<file path="config.mk">
export PLATFORM = sky130hd
export DESIGN_NAME = updown_counter_mod
export DESIGN_NICKNAME = d
export VERILOG_FILES = /design/src/rtl/updown_counter_pkg.sv /design/src/rtl/cnt_prescaler.sv /design/src/rtl/updown_counter_mod.sv
export SDC_FILE = /design/constraint.sdc
export NUM_CORES = 1
export LEC_CHECK = 0
export BUFFER_PORTS_ARGS = -buffer_cell sky130_fd_sc_hd__buf_2
export CORE_MARGIN = 1
export CORE_UTILIZATION = 38
export CTS_BUF_LIST = sky130_fd_sc_hd__clkbuf_4
export DETAILED_ROUTE_END_ITERATION = 16
export MAX_ROUTING_LAYER = met4
export PLACE_DENSITY = 0.75
export SKIP_CTS_REPAIR_TIMING = 1
export SLEW_MARGIN = 5
export SYNTH_ARGS = -nofsm -noshare
export SYNTH_HDL_FRONTEND = slang
export SYNTH_SLANG_ARGS = --single-unit
</file>
<file path="constraint.sdc">
create_clock -name clk -period 4.9 [get_ports clk]
set_clock_uncertainty 0.2 [all_clocks]
set_input_delay 0.735 -clock clk [delete_from_list [all_inputs] [get_ports clk]]
set_output_delay 0.735 -clock clk [all_outputs]
set_load 0.05 [all_outputs]
</file>
<file path="src/rtl/updown_counter_pkg.sv">
// Shared constants and helpers for the up/down modulo counter.
package updown_counter_pkg;

  localparam logic DIR_UP = 1'b1;
  localparam logic DIR_DN = 1'b0;

  localparam int MODE_WRAP = 0;
  localparam int MODE_SAT  = 1;

  // A 1-bit register is kept even for PRESCALE=1 so the prescaler never has zero width.
  function automatic int clog2_safe(input int value);
    return (value <= 2) ? 1 : $clog2(value);
  endfunction

endpackage

</file>
<file path="src/rtl/cnt_prescaler.sv">
// Divides the enable stream: emits one step per PRESCALE enabled cycles.
module cnt_prescaler
  import updown_counter_pkg::*;
#(
  parameter int PRESCALE = 1
) (
  input  logic clk,
  input  logic rst,
  input  logic clr,
  input  logic en,
  output logic step
);

  localparam int               PW   = clog2_safe(PRESCALE);
  localparam logic [PW-1:0]    LAST = PW'(PRESCALE - 1);

  logic [PW-1:0] pre_q, pre_d;

  assign step = en & (pre_q == LAST);

  // NOTE: every combinational output gets a default first, so no path leaves it unassigned (no latch).
  always_comb begin
    pre_d = pre_q;
    if (en) begin
      pre_d = step ? '0 : pre_q + PW'(1);
    end
  end

  // NOTE: sequential state uses non-blocking assignments so all registers update together at the edge.
  always_ff @(posedge clk) begin
    if (rst || clr) begin
      pre_q <= '0;
    end else begin
      pre_q <= pre_d;
    end
  end

endmodule

</file>
<file path="src/rtl/updown_counter_mod.sv">
// Parametrised synchronous up/down modulo counter with prescaler, load,
// wrap/saturate boundary handling and cascade outputs.
module updown_counter_mod
  import updown_counter_pkg::*;
#(
  parameter int     WIDTH    = 4,
  parameter longint MODULUS  = 16,
  parameter int     SATURATE = 0,
  parameter int     PRESCALE = 1
) (
  input  logic             clk,
  input  logic             rst,
  input  logic             en,
  input  logic             up_dn,
  input  logic             clr,
  input  logic             load,
  input  logic [WIDTH-1:0] load_val,
  output logic [WIDTH-1:0] cnt,
  output logic             tc,
  output logic             carry,
  output logic             wrap,
  output logic             load_err
);

  if (WIDTH < 1 || WIDTH > 32) begin : g_bad_width
    $error("updown_counter_mod: WIDTH must be in 1..32");
  end
  if (MODULUS < 2 || MODULUS > (longint'(1) << WIDTH)) begin : g_bad_modulus
    $error("updown_counter_mod: MODULUS must be in 2..2**WIDTH");
  end
  if (SATURATE != MODE_WRAP && SATURATE != MODE_SAT) begin : g_bad_saturate
    $error("updown_counter_mod: SATURATE must be 0 or 1");
  end
  if (PRESCALE < 1) begin : g_bad_prescale
    $error("updown_counter_mod: PRESCALE must be at least 1");
  end

  // One extra bit lets MODULUS == 2**WIDTH be represented in the comparisons.
  localparam logic [WIDTH:0]   MOD_X = (WIDTH+1)'(MODULUS);
  localparam logic [WIDTH:0]   MAX_X = (WIDTH+1)'(MODULUS - 1);
  localparam logic [WIDTH-1:0] MAX_W = WIDTH'(MODULUS - 1);

  logic [WIDTH-1:0] cnt_q, cnt_d;
  logic             wrap_q, wrap_d;
  logic             load_err_q, load_err_d;
  logic             step;
  logic             at_max, at_zero, load_ok;

  cnt_prescaler #(
    .PRESCALE (PRESCALE)
  ) u_prescaler (
    .clk  (clk),
    .rst  (rst),
    .clr  (clr | load),
    .en   (en),
    .step (step)
  );

  assign at_max  = ({1'b0, cnt_q} == MAX_X);
  assign at_zero = (cnt_q == '0);
  assign load_ok = ({1'b0, load_val} < MOD_X);

  assign tc    = (up_dn == DIR_UP) ? at_max : at_zero;
  assign carry = tc & step;

  always_comb begin
    cnt_d      = cnt_q;
    wrap_d     = 1'b0;
    load_err_d = 1'b0;
    if (clr) begin
      cnt_d = '0;
    end else if (load) begin
      if (load_ok) begin
        cnt_d = load_val;
      end else begin
        cnt_d      = MAX_W;
        load_err_d = 1'b1;
      end
    end else if (step) begin
      if (tc) begin
        wrap_d = 1'b1;
        if (SATURATE == MODE_WRAP) begin
          cnt_d = (up_dn == DIR_UP) ? '0 : MAX_W;
        end
      end else begin
        cnt_d = (up_dn == DIR_UP) ? cnt_q + WIDTH'(1) : cnt_q - WIDTH'(1);
      end
    end
  end

  always_ff @(posedge clk) begin
    if (rst) begin
      cnt_q      <= '0;
      wrap_q     <= 1'b0;
      load_err_q <= 1'b0;
    end else begin
      cnt_q      <= cnt_d;
      wrap_q     <= wrap_d;
      load_err_q <= load_err_d;
    end
  end

  assign cnt      = cnt_q;
  assign wrap     = wrap_q;
  assign load_err = load_err_q;

endmodule

</file>
==> results of run 1 <==
state kept, by name (all words and copies together), names as in the netlist:
name               count
cnt                    4
u_prescaler.pre_q      1
wrap                   1
kinds of logic (layout without fill, tap and decap cells):
kind of cell	after synthesis	in the layout	synth area share [%]
and+or+nand+nor	18	18	25.2
muxes	1	1	1.96
xor gates and xnor gates	4	4	6.86
other	1	1	0.735
buffers and inverters	8	23	13.0
AOI/OAI and AO/OA	9	9	19.9
DFF	6	6	23.5
adders and majority gates	3	3	8.82
layout make-up:
cell class / instances / area (sq um) / area share [%]
clock buffer: 3 / 22.5 / 3.89
tap: 14 / 17.5 / 3.02
sequential: 6 / 120 / 20.7
inverter: 4 / 15.0 / 2.59
timing repair buffer: 16 / 80.1 / 13.8
multi-input combinational: 36 / 324 / 55.9
cell usage in the layout, fill, tap and decap left out, drive strengths merged:
cell      n
nor3      3
and3      1
xnor2     2
nor4b     1
or2       1
conb      1
nand3b    1
mux2i     1
a211oi    1
xor2      2
clkbuf    3
a21o      1
o32ai     1
fa        1
nand2b    1
or4       1
a21oi     1
buf      16
nor4      1
ha        2
nor2b     2
and2b     1
dfxtp     6
o21ai     1
nand2     1
a2111oi   4
inv       4
nand3     1
nor2      3
per-layer routing:
metal  GRT usage (%)  part of all wire (%)  up-vias
met5               -                     0        -
met4            7.76                  0.43        0
met3            1.73                   6.0        2
met2            20.0                    43       15
met1            20.8                    51      170
li1                -                     -      207
Yosys cell counts, drive strengths merged:
master,instances
or4,1
clkbuf,1
nand2b,1
nor2b,2
and3,1
ha,2
nor2,3
nand3,1
and2b,1
fa,1
bufbuf,1
a2111oi,4
xnor2,2
nor4,1
nand2,1
o21ai,1
mux2i,1
a211oi,1
a21o,1
conb,1
dfxtp,6
nor4b,1
nand3b,1
or2,1
buf,2
xor2,2
inv,4
a21oi,1
nor3,3
o32ai,1
worst max-delay path: cells and delay by family:
family,cells,cell delay [ps]
AND/OR/NAND/NOR,4,780
buffers and inverters,2,400
final timing paths:
kind                                  startpoint                             end  slack [ps]  depth (start not counted)
hold reg to reg   u_prescaler.pre_q$_SDFFE_PP0P_  u_prescaler.pre_q$_SDFFE_PP0P_         290                          1
setup / recovery                           up_dn                           carry        2050                          6
hold / removal    u_prescaler.pre_q$_SDFFE_PP0P_  u_prescaler.pre_q$_SDFFE_PP0P_         290                          1
setup reg to reg             cnt[0]$_SDFFE_PP0P_             cnt[2]$_SDFFE_PP0P_        3130                          4
power groups by stage:
stage	Clock [mW]	Combinational [mW]	Sequential, mW
after floorplan	0	0.0361	0.0632
after global placement	0	0.0505	0.0559
after detailed placement	0	0.0514	0.0559
after CTS	0.0487	0.0518	0.0550
after global routing	0.0536	0.0554	0.0554
final	0.0476	0.0513	0.0550
stage by stage:
| step | power [mW] | setup slack (ps) | instances | area [sq um] |
|---|---|---|---|---|
| after floorplan | 0.0993 | 1880 | 50 | 510 |
| after global placement | 0.106 | 2070 | 76 | 557 |
| after detailed placement | 0.107 | 2060 | 76 | 557 |
| after CTS | 0.156 | 2050 | 79 | 579 |
| after global routing | 0.164 | 1990 | 79 | 579 |
| final | 0.154 | 2050 | 79 | 579 |
==> results by group, run 1 <==
Power
  • Clock Power Share: 30.9%
  • Sw power: 56.8 uW
  • Gate power share: 33.4%
  • Sw Ratio: 36.9%
  • Pint: 97.1 uW
  • Max rail drop VDD: 136 uV
  • Flop pwr share: 35.7%
  • Cell Pwr Density: 266 nW/um^2
  • Leakage power: 0.274 nW

Floorplan
  • Core area: 1170 sq um
  • Initial core utilization: 43.6%
  • Boundary Pins: 18
  • Die height: 38.7 microns
  • Die Wd: 38.7 microns
  • Placement Rows: 12
  • Die ar.: 1490 sq um

Clock tree
  • Clk buf depth: 2
  • Clock Sinks: 6
  • Total CTS buffers: 3
  • CTS Root Buffer Type: clkbuf_4
  • Clk slew on worst S/H paths: 50 ps
  • Skew-Pair Late Insertion Delay: 250 ps
  • CTS tree: built
  • Level count of the clock H-tree: 1

STA
  • Worst hold margin: 291 ps
  • RSZ-0062 raised after global routing: false
  • Endpoints failing setup: 0
  • Tcrit/Tclk final: 58.2%
  • Max-slew violations: 0
  • F_max: 351 MHz
  • Final Hold Viols: 0
  • Total negative slack: 0 ps
  • Min Tclk post-route: 2850 ps

Cells and area
  • Post-layout util: 49.5%
  • Fill cells: 129
  • Nets: 80
  • Layout cells sized above 1: 47.7%
  • Ant. Diodes: 0
  • Synth-to-layout area growth: 13.5%

Worst setup path
  • Crit-path cells: buf_2, or4_4, nor2_4, nor2b_1, nor2_1, buf_2
  • Slowest stage cell, crit path: or4_4
  • Max incr delay on CP: 450 ps
  • Most frequent CP cell: buf_2
  • Crit path capture type: output port
  • Crit Path Category: input pin to output port
  • Required @ worst endpoint: 3960 ps
  • Worst EP arrival: 1910 ps
  • Crit-path max FO: 4
  • Setup crit start kind: input pin

Drt
  • DR WL/cell: 11.8 microns
  • Pre-antenna DRT Iters: 2
  • Antenna viol nets, final: 0
  • Initial DRC count: 9
  • Routed vias: 394
  • DR vias/cell: 4.99
  • DRC Markers: 0
  • Post-Route WL: 935 microns

Global route
  • Vias in the first global route: 316
  • First-pass GRT wire length: 1440 microns
  • Total track usage: 14.6%
  • Initial antenna violation count: 0
  • Largest net degree at the start of global routing: 14
  • Overflow after GRT: 0

Logic synthesis
  • Library cells used by synthesis: 33
  • Mapped Area: 510 sq um
  • Mapped Cells: 50
  • Yosys top cell area share: 23.5%
  • Synthesized area per cell: 10.2 sq um
  • Synth Register Bits: 6
  • Sequential share of the synthesized area: 23.5%
  • Syn. warnings: 0
  • Top cells by area, synth: dfxtp_1, a2111oi_2, ha_1, fa_1, bufbuf_8
  • Syn_nets: 63
  • Area leader, netlist: dfxtp_1

Outcome
  • Status: completed

Job
  • Max cap viols: 0

Placement
  • Gpl congestion: 0.770
  • Hpwl dp: 715 microns
  • Port bufs: 16

Min path
  • Min-delay worst type: flop to flop
Note: power is estimated with default switching activity, not from simulation.
==> run 2, diff against run 1 <==
--- a/config.mk
+++ b/config.mk
@@ -11,7 +11,7 @@
 export CTS_BUF_LIST = sky130_fd_sc_hd__clkbuf_4
 export DETAILED_ROUTE_END_ITERATION = 16
 export MAX_ROUTING_LAYER = met4
-export PLACE_DENSITY = 0.75
+export PLACE_DENSITY = 0.77
 export SKIP_CTS_REPAIR_TIMING = 1
 export SLEW_MARGIN = 5
 export SYNTH_ARGS = -nofsm -noshare
==> constraint.sdc (replaced) <==
create_clock -name clk -period 2.37 [get_ports clk]
set_clock_uncertainty 0.2 [all_clocks]
set_input_delay 0.3555 -clock clk [delete_from_list [all_inputs] [get_ports clk]]
set_output_delay 0.3555 -clock clk [all_outputs]
set_load 0.05 [all_outputs]
==> results by group, run 2 (synthesis results as in run 1) <==
Placement
  • Port bufs: 16
  • DP Area: 568 sq um
  • Gpl congestion: 0.743

STA
  • Endpoints failing setup: 0
  • Min Tclk post-route: 2280 ps
  • Total negative slack: 0 ps
  • Max-slew violations: 0
  • Worst hold margin: 93.9 ps
  • F_max: 439 MHz
  • RSZ-0062 raised after global routing: false
  • Tcrit/Tclk final: 96.2%
  • Final Hold Viols: 0

Global route
  • Overflow after GRT: 0
  • Initial antenna violation count: 0
  • Largest net degree at the start of global routing: 14
  • First-pass GRT wire length: 1300 microns
  • Total track usage: 14.0%
  • Vias in the first global route: 296

Cells and area
  • Ant. Diodes: 0
  • Commonest cells after routing, fill and taps aside: buf_2, dfxtp_1, inv_1, a2111oi_2, clkbuf_4
  • Synth-to-layout area growth: 16.2%
  • Max reg flops: 4
  • Fill cells: 125
  • Final Instance Area: 593 sq um
  • Nets: 81
  • Layout cells sized above 1: 51.5%
  • Most common cell after layout, fill and taps aside: buf_2

Clock tree
  • CTS Root Buffer Type: clkbuf_4
  • Skew-Pair Late Insertion Delay: 250 ps
  • Clk buf depth: 2
  • Clock Sinks: 6
  • Clk slew on worst S/H paths: 40 ps
  • Level count of the clock H-tree: 1
  • Total CTS buffers: 3
  • CTS tree: built

Worst setup path
  • Setup crit start kind: flop
  • Crit path capture type: output port
  • Slowest stage cell, crit path: or4_4
  • Required @ worst endpoint: 1810 ps
  • Critical path origin: cnt[0]$_SDFFE_PP0P_
  • RR Startpoint: cnt[1]$_SDFFE_PP0P_
  • Worst EP arrival: 1720 ps
  • Crit-path max FO: 6
  • Crit Path Category: flop to output port
  • Max incr delay on CP: 530 ps
  • Crit-path cells: or4_4, nor2_4, nor2b_1, nor2_2, clkbuf_4

Drt
  • DR WL/cell: 11.4 microns
  • Pre-antenna DRT Iters: 2
  • Routed vias: 400
  • DRC Markers: 0
  • Antenna viol nets, final: 0
  • Initial DRC count: 3
  • DR vias/cell: 5.00
  • Post-Route WL: 913 microns

Outcome
  • Status: completed

Floorplan
  • Initial core utilization: 43.6%
  • Core area: 1170 sq um
  • Die height: 38.7 microns
  • Placement Rows: 12
  • Die Wd: 38.7 microns
  • Die ar.: 1490 sq um
  • Boundary Pins: 18

Job
  • Max cap viols: 0

Power
  • Design Power: 318 uW
  • Max rail drop VDD: 253 uV
  • Cell Pwr Density: 536 nW/um^2
  • Leakage power: 0.279 nW

Min path
  • Hold_sp: en
  • Min-delay worst type: input pin to flop
-- run 2: area by class of cell --
| type | count | area (sq um) | share of cell area, % |
|---|---|---|---|
| repair buffers | 17 | 90.1 | 15.2 |
| inverters | 4 | 15.0 | 2.53 |
| multi-input cells | 36 | 327 | 55.1 |
| clock buffers | 3 | 22.5 | 3.80 |
| well taps | 14 | 17.5 | 2.95 |
| flip-flops and latches | 6 | 121 | 20.5 |
-- run 2: worst paths after layout --
path / endpoint / cells past startpoint / slack, ps
worst max register to register: cnt[2]$_SDFFE_PP0P_ / 5 / 560
worst min register to register: u_prescaler.pre_q$_SDFFE_PP0P_ / 1 / 290
worst min-delay path: u_prescaler.pre_q$_SDFFE_PP0P_ / 2 / 90
worst max-delay path: carry / 5 / 90
-- run 2: worst max-delay path, delay by kind of cell (launching register included) --
| family | cells | cell delay (ps) |
|---|---|---|
| buffers and inverters | 1 | 240 |
| flip-flops | 1 | 370 |
| AND/OR/NAND/NOR | 4 | 870 |
-- run 2: where the power goes --
group | leakage, nW | switching, mW | total, mW | internal [mW]
sequential | 0.0494 | 0.00705 | 0.113 | 0.106
combinational | 0.216 | 0.0691 | 0.109 | 0.0395
clock | 0.0138 | 0.0386 | 0.0960 | 0.0574
-- run 2: per-stage QoR --
| stage | setup slack [ps] | std cells | utilization (%) |
|---|---|---|---|
| 2_1_floorplan | 22.4 | 50 | - |
| 3_3_place_gp | 303 | 77 | 48.5 |
| 3_5_place_dp | 283 | 77 | 48.5 |
| 4_1_cts | 48.2 | 80 | 50.4 |
| 5_1_grt | 6.07 | 80 | 50.6 |
| 6_report | 89.8 | 80 | 50.6 |
-- run 2: layer usage --
layer,GRT usage (%),routed length [microns],vias up,part of all wire [%]
li1,-,-,211,-
met1,16.6,411,173,45
met2,20.4,439,16,48
met3,10.4,61,0,6.7
met4,0,0,0,0
met5,-,0,-,0
==> run 3, diff against run 2 <==
--- a/config.mk
+++ b/config.mk
@@ -10,6 +10,7 @@
 export CORE_UTILIZATION = 38
 export CTS_BUF_LIST = sky130_fd_sc_hd__clkbuf_4
 export DETAILED_ROUTE_END_ITERATION = 16
+export GPL_ROUTABILITY_DRIVEN = 0
 export MAX_ROUTING_LAYER = met4
 export PLACE_DENSITY = 0.77
 export SKIP_CTS_REPAIR_TIMING = 1
==> constraint.sdc (replaced) <==
create_clock -name clk -period 2.37 [get_ports clk]
set_clock_uncertainty 0.2 [all_clocks]
set_input_delay 0.1185 -clock clk [delete_from_list [all_inputs] [get_ports clk]]
set_output_delay 0.1185 -clock clk [all_outputs]
set_load 0.05 [all_outputs]
==> results by group, run 3 (synthesis results as in run 1) <==
Outcome
  • Status: completed

Floorplan
  • Die ar.: 1490 sq um
  • Placement Rows: 12
  • Initial core utilization: 43.6%
  • Boundary Pins: 18
  • Die Wd: 38.7 microns
  • Die height: 38.7 microns
  • Core area: 1170 sq um

STA
  • Total negative slack: 0 ps
  • RSZ-0062 raised after global routing: false
  • Tcrit/Tclk final: 89.4%
  • Final Hold Viols: 0
  • Worst hold margin: 57.6 ps
  • Min Tclk post-route: 2120 ps
  • Endpoints failing setup: 0
  • F_max: 472 MHz
  • Max-slew violations: 0
  • Final WS setup: 251 ps

Power
  • Sw power: 116 uW
  • Gate power share: 34.6%
  • Sw Ratio: 36.1%
  • Pint: 205 uW
  • Flop pwr share: 35.5%
  • Max rail drop VDD: 329 uV
  • Leakage power: 0.290 nW
  • Cell Pwr Density: 517 nW/um^2
  • Clock Power Share: 29.8%

Worst setup path
  • Setup crit start kind: flop
  • Max incr delay on CP: 590 ps
  • Worst EP arrival: 1800 ps
  • Required @ worst endpoint: 2050 ps
  • Crit path capture type: output port
  • Slowest stage cell, crit path: or4_4
  • Critical path origin: cnt[1]$_SDFFE_PP0P_
  • Crit-path max FO: 6
  • Crit Path Category: flop to output port
  • Crit-path cells: or4_4, nor2_4, nor2b_1, nor2_2, buf_2
  • RR Startpoint: cnt[0]$_SDFFE_PP0P_

Cells and area
  • Ant. Diodes: 0
  • Nets: 84
  • Commonest cells after routing, fill and taps aside: buf_2, dfxtp_1, inv_1, a2111oi_2, dlygate4sd3_1
  • Most common cell after layout, fill and taps aside: buf_2
  • Layout cells sized above 1: 46.4%
  • Max reg flops: 4
  • Non-Filler Instances: 83
  • Synth-to-layout area growth: 21.8%

Global route
  • Largest net degree at the start of global routing: 14
  • First-pass GRT wire length: 1470 microns
  • Total track usage: 15.0%
  • Initial antenna violation count: 0
  • Overflow after GRT: 0
  • Vias in the first global route: 368

Drt
  • Pre-antenna DRT Iters: 2
  • DRC Markers: 0
  • Routed vias: 411
  • Post-Route WL: 962 microns
  • DR WL/cell: 11.6 microns
  • DR vias/cell: 4.95
  • Initial DRC count: 7
  • Antenna viol nets, final: 0

Min path
  • Hold_sp: rst
  • Min-delay worst type: input pin to flop

Clock tree
  • Clk buf depth: 2
  • Total CTS buffers: 3
  • Clock Sinks: 6
  • Skew-Pair Late Insertion Delay: 240 ps
  • Clk slew on worst S/H paths: 50 ps
  • CTS Root Buffer Type: clkbuf_4
  • Level count of the clock H-tree: 1
  • CTS tree: built

Placement
  • Post-Place Setup Slack: 514 ps
  • Port bufs: 16
  • Placed Instances: 76
  • Hpwl dp: 708 microns

Job
  • Max cap viols: 0
-- run 3: cell types whose count changed in the layout (fill, tap and decap cells not counted) --
| cell | previous run | this run |
|---|---|---|
| buf_2 | 15 | 16 |
| buf_4 | 1 | 0 |
| clkbuf_4 | 4 | 3 |
| dfxtp_1 | 5 | 6 |
| dfxtp_2 | 1 | 0 |
| dlygate4sd3_1 | 0 | 4 |
-- run 3: worst paths after layout --
| path | endpoint | slack (ps) | cells past startpoint |
|---|---|---|---|
| min | wrap$_SDFF_PP0_ | 60 | 3 |
| max reg2reg | cnt[2]$_SDFFE_PP0P_ | 590 | 4 |
| min reg2reg | u_prescaler.pre_q$_SDFFE_PP0P_ | 290 | 1 |
| max | carry | 250 | 5 |
-- run 3: layout make-up --
cell class,count,area (sq um)
fill,113,549
multi-input combinational,36,327
tap,14,17.5
timing repair buffer,20,120
sequential,6,120
inverter,4,15.0
clock buffer,3,22.5
-- run 3: layer usage --
| layer | GRT usage [%] | wire length (microns) | vias up | part of all wire [%] |
|---|---|---|---|---|
| li1 | - | - | 214 | - |
| met2 | 22.1 | 450 | 13 | 47 |
| met1 | 19.1 | 456 | 182 | 47 |
| met3 | 3.47 | 44 | 2 | 4.6 |
| met5 | - | 0 | - | 0 |
| met4 | 7.76 | 10 | 0 | 1.0 |
-- run 3: critical path, delay by kind of cell, from the launching register on --
kind	cells	cell delay [ps]
buffers and inverters	1	270
flip-flops	1	370
AND/OR/NAND/NOR	4	920
-- run 3: metrics by stage --
step | utilization, % | cell area, sq um | power (mW)
2_1_floorplan | - | 513 | 0.206
3_3_place_gp | 47.8 | 559 | 0.221
3_5_place_dp | 47.8 | 559 | 0.222
4_1_cts | 49.7 | 582 | 0.319
5_1_grt | 53.1 | 622 | 0.338
6_report | 53.1 | 622 | 0.321
-- run 3: power groups by stage --
| stage | Combinational [mW] | Sequential, mW | Clock [mW] |
|---|---|---|---|
| after floorplan | 0.0755 | 0.131 | 0 |
| after global placement | 0.106 | 0.116 | 0 |
| after detailed placement | 0.106 | 0.116 | 0 |
| after CTS | 0.107 | 0.114 | 0.0978 |
| after global routing | 0.119 | 0.115 | 0.104 |
| final | 0.111 | 0.114 | 0.0959 |
